$ cat src/rtl/clock_pkg.sv
// Shared state encoding and default timing constants for the clock control block.
package clock_pkg;

   typedef enum logic [1:0] {
      ST_RUN     = 2'd0,
      ST_SET_HR  = 2'd1,
      ST_SET_MIN = 2'd2
   } state_e;

   localparam int DEF_DEB_CYCLES    = 20000;
   localparam int DEF_REPEAT_DELAY  = 6000000;
   localparam int DEF_REPEAT_PERIOD = 1500000;

   // MODE button walks RUN -> SET_HR -> SET_MIN -> RUN.
   function automatic state_e next_mode(input state_e s);
      case (s)
         ST_RUN:     next_mode = ST_SET_HR;
         ST_SET_HR:  next_mode = ST_SET_MIN;
         default:    next_mode = ST_RUN;
      endcase
   endfunction

endpackage

$ cat src/rtl/btn_debounce.sv
// Button conditioner: 2-flop synchroniser, stability counter and a one-cycle rise pulse.
module btn_debounce
   import clock_pkg::*;
#(
   parameter int DEB_CYCLES = DEF_DEB_CYCLES
) (
   input  logic i_clk,
   input  logic i_rst,
   input  logic btn_i,
   output logic level_o,
   output logic rise_o
);

   localparam int CW = $clog2(DEB_CYCLES + 1);

   logic          sync1_q, sync2_q;
   logic          level_q, level_d;
   logic          rise_q;
   logic          armed_q;
   logic [1:0]    fill_q;
   logic [CW-1:0] cnt_q, cnt_d;

   always_comb begin
      cnt_d   = '0;
      level_d = level_q;
      if (sync2_q != level_q) begin
         if (cnt_q == CW'(DEB_CYCLES - 1)) level_d = sync2_q;
         else                              cnt_d   = cnt_q + CW'(1);
      end
   end

   // armed_q stays low until the synchronised input is seen released after reset,
   // so a button held through reset cannot produce a press.
   always_ff @(posedge i_clk) begin
      if (i_rst) begin
         sync1_q <= 1'b0;
         sync2_q <= 1'b0;
         level_q <= 1'b0;
         rise_q  <= 1'b0;
         armed_q <= 1'b0;
         fill_q  <= 2'd0;
         cnt_q   <= '0;
      end else begin
         sync1_q <= btn_i;
         sync2_q <= sync1_q;
         cnt_q   <= cnt_d;
         level_q <= level_d;
         rise_q  <= level_d & ~level_q & armed_q;
         if (fill_q != 2'd2) fill_q <= fill_q + 2'd1;
         if (fill_q == 2'd2 && !sync2_q) armed_q <= 1'b1;
      end
   end

   assign level_o = level_q;
   assign rise_o  = rise_q;

endmodule

$ cat src/rtl/clock_ctrl.sv
// Clock mode controller: RUN / SET_HR / SET_MIN with debounced buttons,
// SET auto-repeat, field blanking and seconds clear on return to RUN.
module clock_ctrl
   import clock_pkg::*;
#(
   parameter int DEB_CYCLES    = DEF_DEB_CYCLES,
   parameter int REPEAT_DELAY  = DEF_REPEAT_DELAY,
   parameter int REPEAT_PERIOD = DEF_REPEAT_PERIOD
) (
   input  logic       i_clk,
   input  logic       i_rst,
   input  logic       i_tick,
   input  logic       i_btn_mode,
   input  logic       i_btn_set,
   input  logic       i_sec_carry,
   input  logic       i_min_carry,
   output logic       o_en_sec,
   output logic       o_en_min,
   output logic       o_en_hr,
   output logic       o_clr_sec,
   output logic [1:0] o_mode,
   output logic       o_blank_hr,
   output logic       o_blank_min
);

   localparam int REP_MAX = (REPEAT_DELAY > REPEAT_PERIOD) ? REPEAT_DELAY : REPEAT_PERIOD;
   localparam int REP_W   = $clog2(REP_MAX + 1);

   state_e           state_q, state_d;
   logic             blink_q, blink_d;
   logic             clr_q, clr_d;
   logic             rep_act_q, rep_act_d;
   logic             rep_first_q, rep_first_d;
   logic [REP_W-1:0] rep_cnt_q, rep_cnt_d;

   logic mode_rise, mode_level_unused;
   logic set_rise, set_level;
   logic in_set, mode_ev, set_ev, rep_pulse, adv;

   btn_debounce #(.DEB_CYCLES(DEB_CYCLES)) u_deb_mode (
      .i_clk   (i_clk),
      .i_rst   (i_rst),
      .btn_i   (i_btn_mode),
      .level_o (mode_level_unused),
      .rise_o  (mode_rise)
   );

   btn_debounce #(.DEB_CYCLES(DEB_CYCLES)) u_deb_set (
      .i_clk   (i_clk),
      .i_rst   (i_rst),
      .btn_i   (i_btn_set),
      .level_o (set_level),
      .rise_o  (set_rise)
   );

   // MODE has priority: a coincident SET press or repeat pulse is dropped.
   assign in_set    = (state_q != ST_RUN);
   assign mode_ev   = mode_rise;
   assign set_ev    = set_rise & ~mode_rise & in_set;
   assign rep_pulse = rep_act_q & set_level &
                      (rep_first_q ? (rep_cnt_q == REP_W'(REPEAT_DELAY))
                                   : (rep_cnt_q == REP_W'(REPEAT_PERIOD)));
   assign adv       = (set_ev | rep_pulse) & ~mode_ev;

   always_comb begin
      state_d     = state_q;
      blink_d     = blink_q;
      clr_d       = 1'b0;
      rep_act_d   = rep_act_q;
      rep_first_d = rep_first_q;
      rep_cnt_d   = rep_cnt_q + REP_W'(1);
      o_en_sec    = 1'b0;
      o_en_min    = 1'b0;
      o_en_hr     = 1'b0;

      if (mode_ev) state_d = next_mode(state_q);
      clr_d = mode_ev & (state_q == ST_SET_MIN);

      if (state_d != state_q || state_q == ST_RUN) blink_d = 1'b0;
      else if (i_tick)                             blink_d = ~blink_q;

      // Repeat counter holds cycles since the last press or repeat pulse.
      if (mode_ev || !set_level || !in_set) begin
         rep_act_d   = 1'b0;
         rep_first_d = 1'b1;
         rep_cnt_d   = '0;
      end else if (set_ev) begin
         rep_act_d   = 1'b1;
         rep_first_d = 1'b1;
         rep_cnt_d   = REP_W'(1);
      end else if (rep_pulse) begin
         rep_first_d = 1'b0;
         rep_cnt_d   = REP_W'(1);
      end else if (!rep_act_q) begin
         rep_cnt_d   = '0;
      end

      case (state_q)
         ST_RUN: begin
            o_en_sec = i_tick;
            o_en_min = i_sec_carry;
            o_en_hr  = i_min_carry;
         end
         ST_SET_HR:  o_en_hr  = adv;
         ST_SET_MIN: o_en_min = adv;
         default: ;
      endcase
   end

   always_ff @(posedge i_clk) begin
      if (i_rst) begin
         state_q     <= ST_RUN;
         blink_q     <= 1'b0;
         clr_q       <= 1'b0;
         rep_act_q   <= 1'b0;
         rep_first_q <= 1'b1;
         rep_cnt_q   <= '0;
      end else begin
         state_q     <= state_d;
         blink_q     <= blink_d;
         clr_q       <= clr_d;
         rep_act_q   <= rep_act_d;
         rep_first_q <= rep_first_d;
         rep_cnt_q   <= rep_cnt_d;
      end
   end

   assign o_mode      = state_q;
   assign o_clr_sec   = clr_q;
   assign o_blank_hr  = (state_q == ST_SET_HR)  & blink_q;
   assign o_blank_min = (state_q == ST_SET_MIN) & blink_q;

endmodule

$ cat config.mk
export PLATFORM = sky130hd
export DESIGN_NAME = clock_ctrl
export DESIGN_NICKNAME = d
export VERILOG_FILES = /design/src/rtl/clock_pkg.sv /design/src/rtl/btn_debounce.sv /design/src/rtl/clock_ctrl.sv
export SDC_FILE = /design/constraint.sdc
export NUM_CORES = 1
export LEC_CHECK = 0
export BUFFER_PORTS_ARGS = -buffer_cell sky130_fd_sc_hd__buf_2
export CORE_MARGIN = 2
export CORE_UTILIZATION = 60
export DETAILED_ROUTE_END_ITERATION = 6
export PLACE_DENSITY = 0.78
export SYNTH_ARGS = -nofsm -noshare
export SYNTH_HDL_FRONTEND = slang
export SYNTH_SLANG_ARGS = --single-unit
$ cat constraint.sdc
create_clock -name i_clk -period 2.6 [get_ports i_clk]
set_clock_uncertainty 0.15 [all_clocks]
set_input_delay 0.26 -clock i_clk [delete_from_list [all_inputs] [get_ports i_clk]]
set_output_delay 0.26 -clock i_clk [all_outputs]
set_load 0.01 [all_outputs]
# Yosys cells after proc, flatten, opt, wreduce, memory -nomap -nowiden
# Cells that the tools add are included.
# word_totals
register_bits	73
input_bits	7
output_inout_bits	8
elab_cells	89
# op_classes
n_addsub	5
eq_ne	13
mux	13
bitwise	20
reduce_logical	17
# op_table
op	count
$add 15x1->15 const B	2
$eq 15x15->1 const B	2
$add 23x1->23 const B	1
$eq 23x21->1 const B	1
$eq 23x23->1 const B	1
$and 1x1->1	12
$mux 1	9
$reduce_or 3->1	3
$not 1->1	7
$eq 2x2->1 const B	3
$reduce_or 5->1	1
$add 2x1->2 const B	2
$logic_not 1->1	4
$ne 2x2->1 const B	2
$pmux 1 s2	2
$pmux 2 s2	1
$reduce_or 2->1	2
$logic_or 1x1->1	3
$eq 2x1->1 const B	1
$logic_and 1x1->1	2
$logic_not 2->1	1
$mux 2	1
$ne 1x1->1	2
$ne 2x2->1	1
2 further kinds	2

# Logic depth before layout (Yosys ltp)
# logic_depth
ltp_word	6
ltp_mapped	7
mapped_depth_nobuf	6

# By module
# Synthesis repeated with hierarchy kept, for this count alone.
# unflattened
cells_unflattened	373
hier_area_um2	3435.8
# by_module_without_submodules
mod	instances	cells_each	area_per_inst_um2	seq_area_each_um2
btn_debounce	2	100	939.7	440.4
clock_ctrl	1	173	1556.5	580.6

# Least setup slack after synthesis
# Ideal clock, no wire load.
# synth_timing
path_type	reg2out
start	register rep_cnt_q[19]
end	output o_en_min
arrival_time_ns	1.915
required_ns	2.190
path_slack_ns	0.275
path_stages_with_launch	5
n_path_buf	0
cell_sequence	dfxtp_1 > or4b_2 > o41ai_2 > o2111ai_1 > o31ai_1
# synth_via
elab_chain_cells	6
word_cells_on_any_way	7
classes_between	eq/ne: 2; mux: 2; bitwise: 3
# synth_rtl
item	line_no	source
start: declaration	clock_ctrl.sv:34	logic [REP_W-1:0] rep_cnt_q, rep_cnt_d;
start signal: assignment	clock_ctrl.sv:124	rep_cnt_q <= rep_cnt_d;
$eq 23x21->1 or $eq 23x23->1 (tied branches)	clock_ctrl.sv:62, clock_ctrl.sv:61	
$mux 1 (*)	clock_ctrl.sv:61	(rep_first_q ? (rep_cnt_q == REP_W'(REPEAT_DELAY))
$and 1x1->1 (*)	clock_ctrl.sv:60	assign rep_pulse = rep_act_q & set_level &
$or 1x1->1 (*)	clock_ctrl.sv:63	assign adv = (set_ev | rep_pulse) & ~mode_ev;
$and 1x1->1 (*)	clock_ctrl.sv:63	
$pmux 1 s2 (*)	clock_ctrl.sv:98	case (state_q)
end: declaration	clock_ctrl.sv:18	output logic o_en_min,
# Every way passes the cells marked *; elsewhere a longest branch is shown, timed or not.

# Worst setup path in the final report
# layout_timing
start	register rep_cnt_q[16]
end	output o_en_min
# The elaborated chain is that of the path after synthesis.

==> qor.yml <==
route:
  route.met2.wl_mm: 2.944
  drtIter0Drc: 203
  first_pass_iters: 4
  vias_per_cell: 5.662
  top_layer: "met4"
  drtAntennaViolNets: 0
  routed_wl_mm: 6.382
  wire_per_inst_um: 13.41
  remaining_drc_errors: 0
  routed-wl-met3_um: 270
  drt-met1-wl_mm: 2.960
  vias: 2695
worst_hold_path:
  hp-class: "input pin to flip-flop"
global_routing:
  grt_max_degree: 23
  grt_first_pass_wirelength_mm: 11.10
  grt.total_usage_pct: 22.77
  gr-total-overflow: 0
  antenna_found_initial: 0
  grt_pass1_vias: 2516
pwr:
  power_mw: 2.209
  power.density_mw_per_mm2: 591.0
  p_leak_nw: 1.161
  ir_drop_mv: 0.5082
yosys:
  synth_compound_area_share_pct: 8.144
  yosys_most_used_dff: "dfxtp_1"
  synth-adder-area-share_pct: 2.273
  async_flop_share_pct: 0
  synthCells: 375
  ys_types: 49
  synth_top_family_by_area: "simple AND/OR/NAND/NOR gates"
  synth-xor-area-share_pct: 10.87
  synth_area_leader_cell: "dfxtp_1"
  synth_seq_cells: 73
  yosys_warnings: 0
  yosysSeqAreaShare_pct: 44.24
  synthMuxAreaShare_pct: 0.9091
  synthTopCellsByArea: "dfxtp_1 (44%), xnor2_1 (7.7%), nor2_1 (5.8%)"
  avgSynthCellArea_sq_um: 8.808
  synth_edf_count: 0
  synth_nets: 388
  synth.top_cell.area_share_pct: 44.24
  syn_area_sq_mm: 0.003303
  synth-simple-area-share_pct: 29.92
sta:
  whs_ps: 50.37
  setup_viol: 0
  tns_ps: 0
  rsz0062_at_grt: "false"
  slew_violations: 0
  finalHoldViolCount: 0
  timing.final.crit_share_pct: 97.74
  slew-limit-headroom_pct: 65.48
  min_period_ps: 2541
  max_freq_ghz: 0.3935
  worst_slack_ps: 58.88
  worstMarginPinSlew_ps: 513.1
critical_path:
  cp-start-kind: "flip-flop"
  crit_path_max_incr_delay_ps: 520
  crit_buf_inv: 1
  arrival_ps: 2130
  crit_slowest_cell: "or4b_4"
  cp_max_fo: 7
  path_class: "flip-flop to output pin"
  crit_family: "compound AO/OA/AOI/OAI gates"
  required_ps: 2190
  crit_path_end_kind: "output pin"
  crit_chain: "or4b_4 > o41ai_4 > o2111ai_2 > o31ai_1 > buf_2"
place:
  hpwl_mm: 4.368
  dpl_worst_slack_ps: 139.3
  port_buffers: 14
  gp_congestion: 0.9154
clock_tree:
  cts-root-to-sink-buffers: 2
  clk_pin_slew_ps: 80
  numCtsBuffers: 9
  cts_tree: "yes"
  cts_sinks: 73
  root_buffer: "clkbuf_8"
  clk-insertion-delay-late_ps: 350
  htree_levels: 3
  postCtsSetupBuffers: 0
cells_and_area:
  final_util_pct: 69.14
  area_delta_synth_final_pct: 13.14
  antenna_cells: 0
  nets: 412
  drive_above_1_share_pct: 13.61
floorplanning:
  coreArea_sq_mm: 0.005405
  start_util_pct: 61.11
  die-area_sq_mm: 0.006114
  chipHeight_um: 78.20
  fp.dieW_um: 78.20
  io_pins: 15
  num_rows: 27
outcome:
  status: "finished, final reports clean"
flow_run:
  cap_violations: 0
==> where the power goes <==
part | total (mW) | leakage (nW) | switching (mW) | internal, mW
clock network | 0.884 | 0.0953 | 0.418 | 0.466
registers | 1.18 | 0.592 | 0.0239 | 1.16
logic | 0.141 | 0.474 | 0.0735 | 0.0670
==> metal layers <==
layer	vias up	track usage, %
li1	1371	-
met1	1242	29.20
met2	65	35.34
met3	17	4.253
met4	0	14.39
met5	-	0
==> metrics by stage <==
stage | cell area, sq um | instances
floorplan | 3303 | 375
global placement | 3475 | 458
detailed placement | 3475 | 458
CTS | 3729 | 476
global route | 3737 | 476
finish | 3737 | 476
==> area by class of cell <==
class,count,area [sq um]
Tap cell,72,90.09
Multi-Input combinational cell,273,1762
Sequential cell,73,1468
Fill cell,413,1668
Clock inverter,5,55.05
Clock buffer,11,141.4
Inverter,17,63.81
Timing Repair Buffer,25,157.7
==> state kept, by name, summed over array words and instances (netlist names), 2 cells and up <==
| register | cells |
|---|---|
| u_deb_mode.cnt_q | 15 |
| rep_cnt_q | 23 |
| u_deb_set.fill_q | 2 |
| u_deb_set.cnt_q | 15 |
| o_mode | 2 |
| u_deb_mode.fill_q | 2 |
==> worst min-delay path, cell delays in order <==
cell and delay [ps]:
buf_2 90, xnor2_1 110, nor4_1 40
==> layout by cell type (no fill, tap or decap), drive strengths merged, types with 3 or more instances in the layout <==
cell and instances:
xor2 12, a211oi 10, nand2b 4, or4b 3
o31ai 4, nand4 13, buf 23, nor2 51
nand3 15, nand2 24, nor2b 4, or4 6
a21oi 9, nor3 21, mux2i 3, ha 6
o21ai 9, inv 17, nor4 14, xnor2 29
dfxtp 73, or3 11, clkbuf 11
==> logic make-up after synthesis <==
| kind of cell | Yosys count |
|---|---|
| buffers and inverters | 29 |
| multiplexers | 3 |
| adder cells (fa/ha/maj) | 6 |
| flip-flops | 73 |
| XOR/XNOR | 41 |
| AND/OR/NAND/NOR | 184 |
| AO/OA/AOI/OAI | 39 |
==> synth_stat cells, types with 3 or more instances <==
| library cell | number |
|---|---|
| o31ai_1 | 4 |
| nand2b_1 | 4 |
| nand3_1 | 14 |
| buf_2 | 6 |
| xor2_1 | 12 |
| o21ai_0 | 9 |
| mux2i_1 | 3 |
| nor2_1 | 51 |
| nand4_1 | 13 |
| nand2_1 | 24 |
| nor4_1 | 14 |
| or3_1 | 9 |
| inv_1 | 17 |
| clkbuf_1 | 4 |
| nor2b_1 | 4 |
| a21oi_1 | 9 |
| dfxtp_1 | 73 |
| or4_1 | 5 |
| a211oi_1 | 9 |
| ha_1 | 6 |
| xnor2_1 | 29 |
| nor3_1 | 21 |
==> timing repair <==
item | CTS | global route
pin swaps | 3 | 0
gates resized for setup | 6 | 4
hold buffers | 2 | 0
gates cloned | 0 | 0
endpoints found under the hold margin | 2 | 0
setup endpoints to repair | 2 | 2
==> final timing paths <==
| kind | start | end | depth (start not counted) | slack (ps) |
|---|---|---|---|---|
| hold reg to reg | u_deb_set.sync1_q | u_deb_set.sync2_q | 1 | 290 |
| setup / recovery | rep_cnt_q[16] | o_en_min | 5 | 60 |
| hold / removal | i_tick | blink_q | 3 | 50 |
| setup reg to reg | rep_cnt_q[1] | rep_cnt_q[14] | 6 | 250 |
Note: power is estimated with default switching activity, not from simulation.
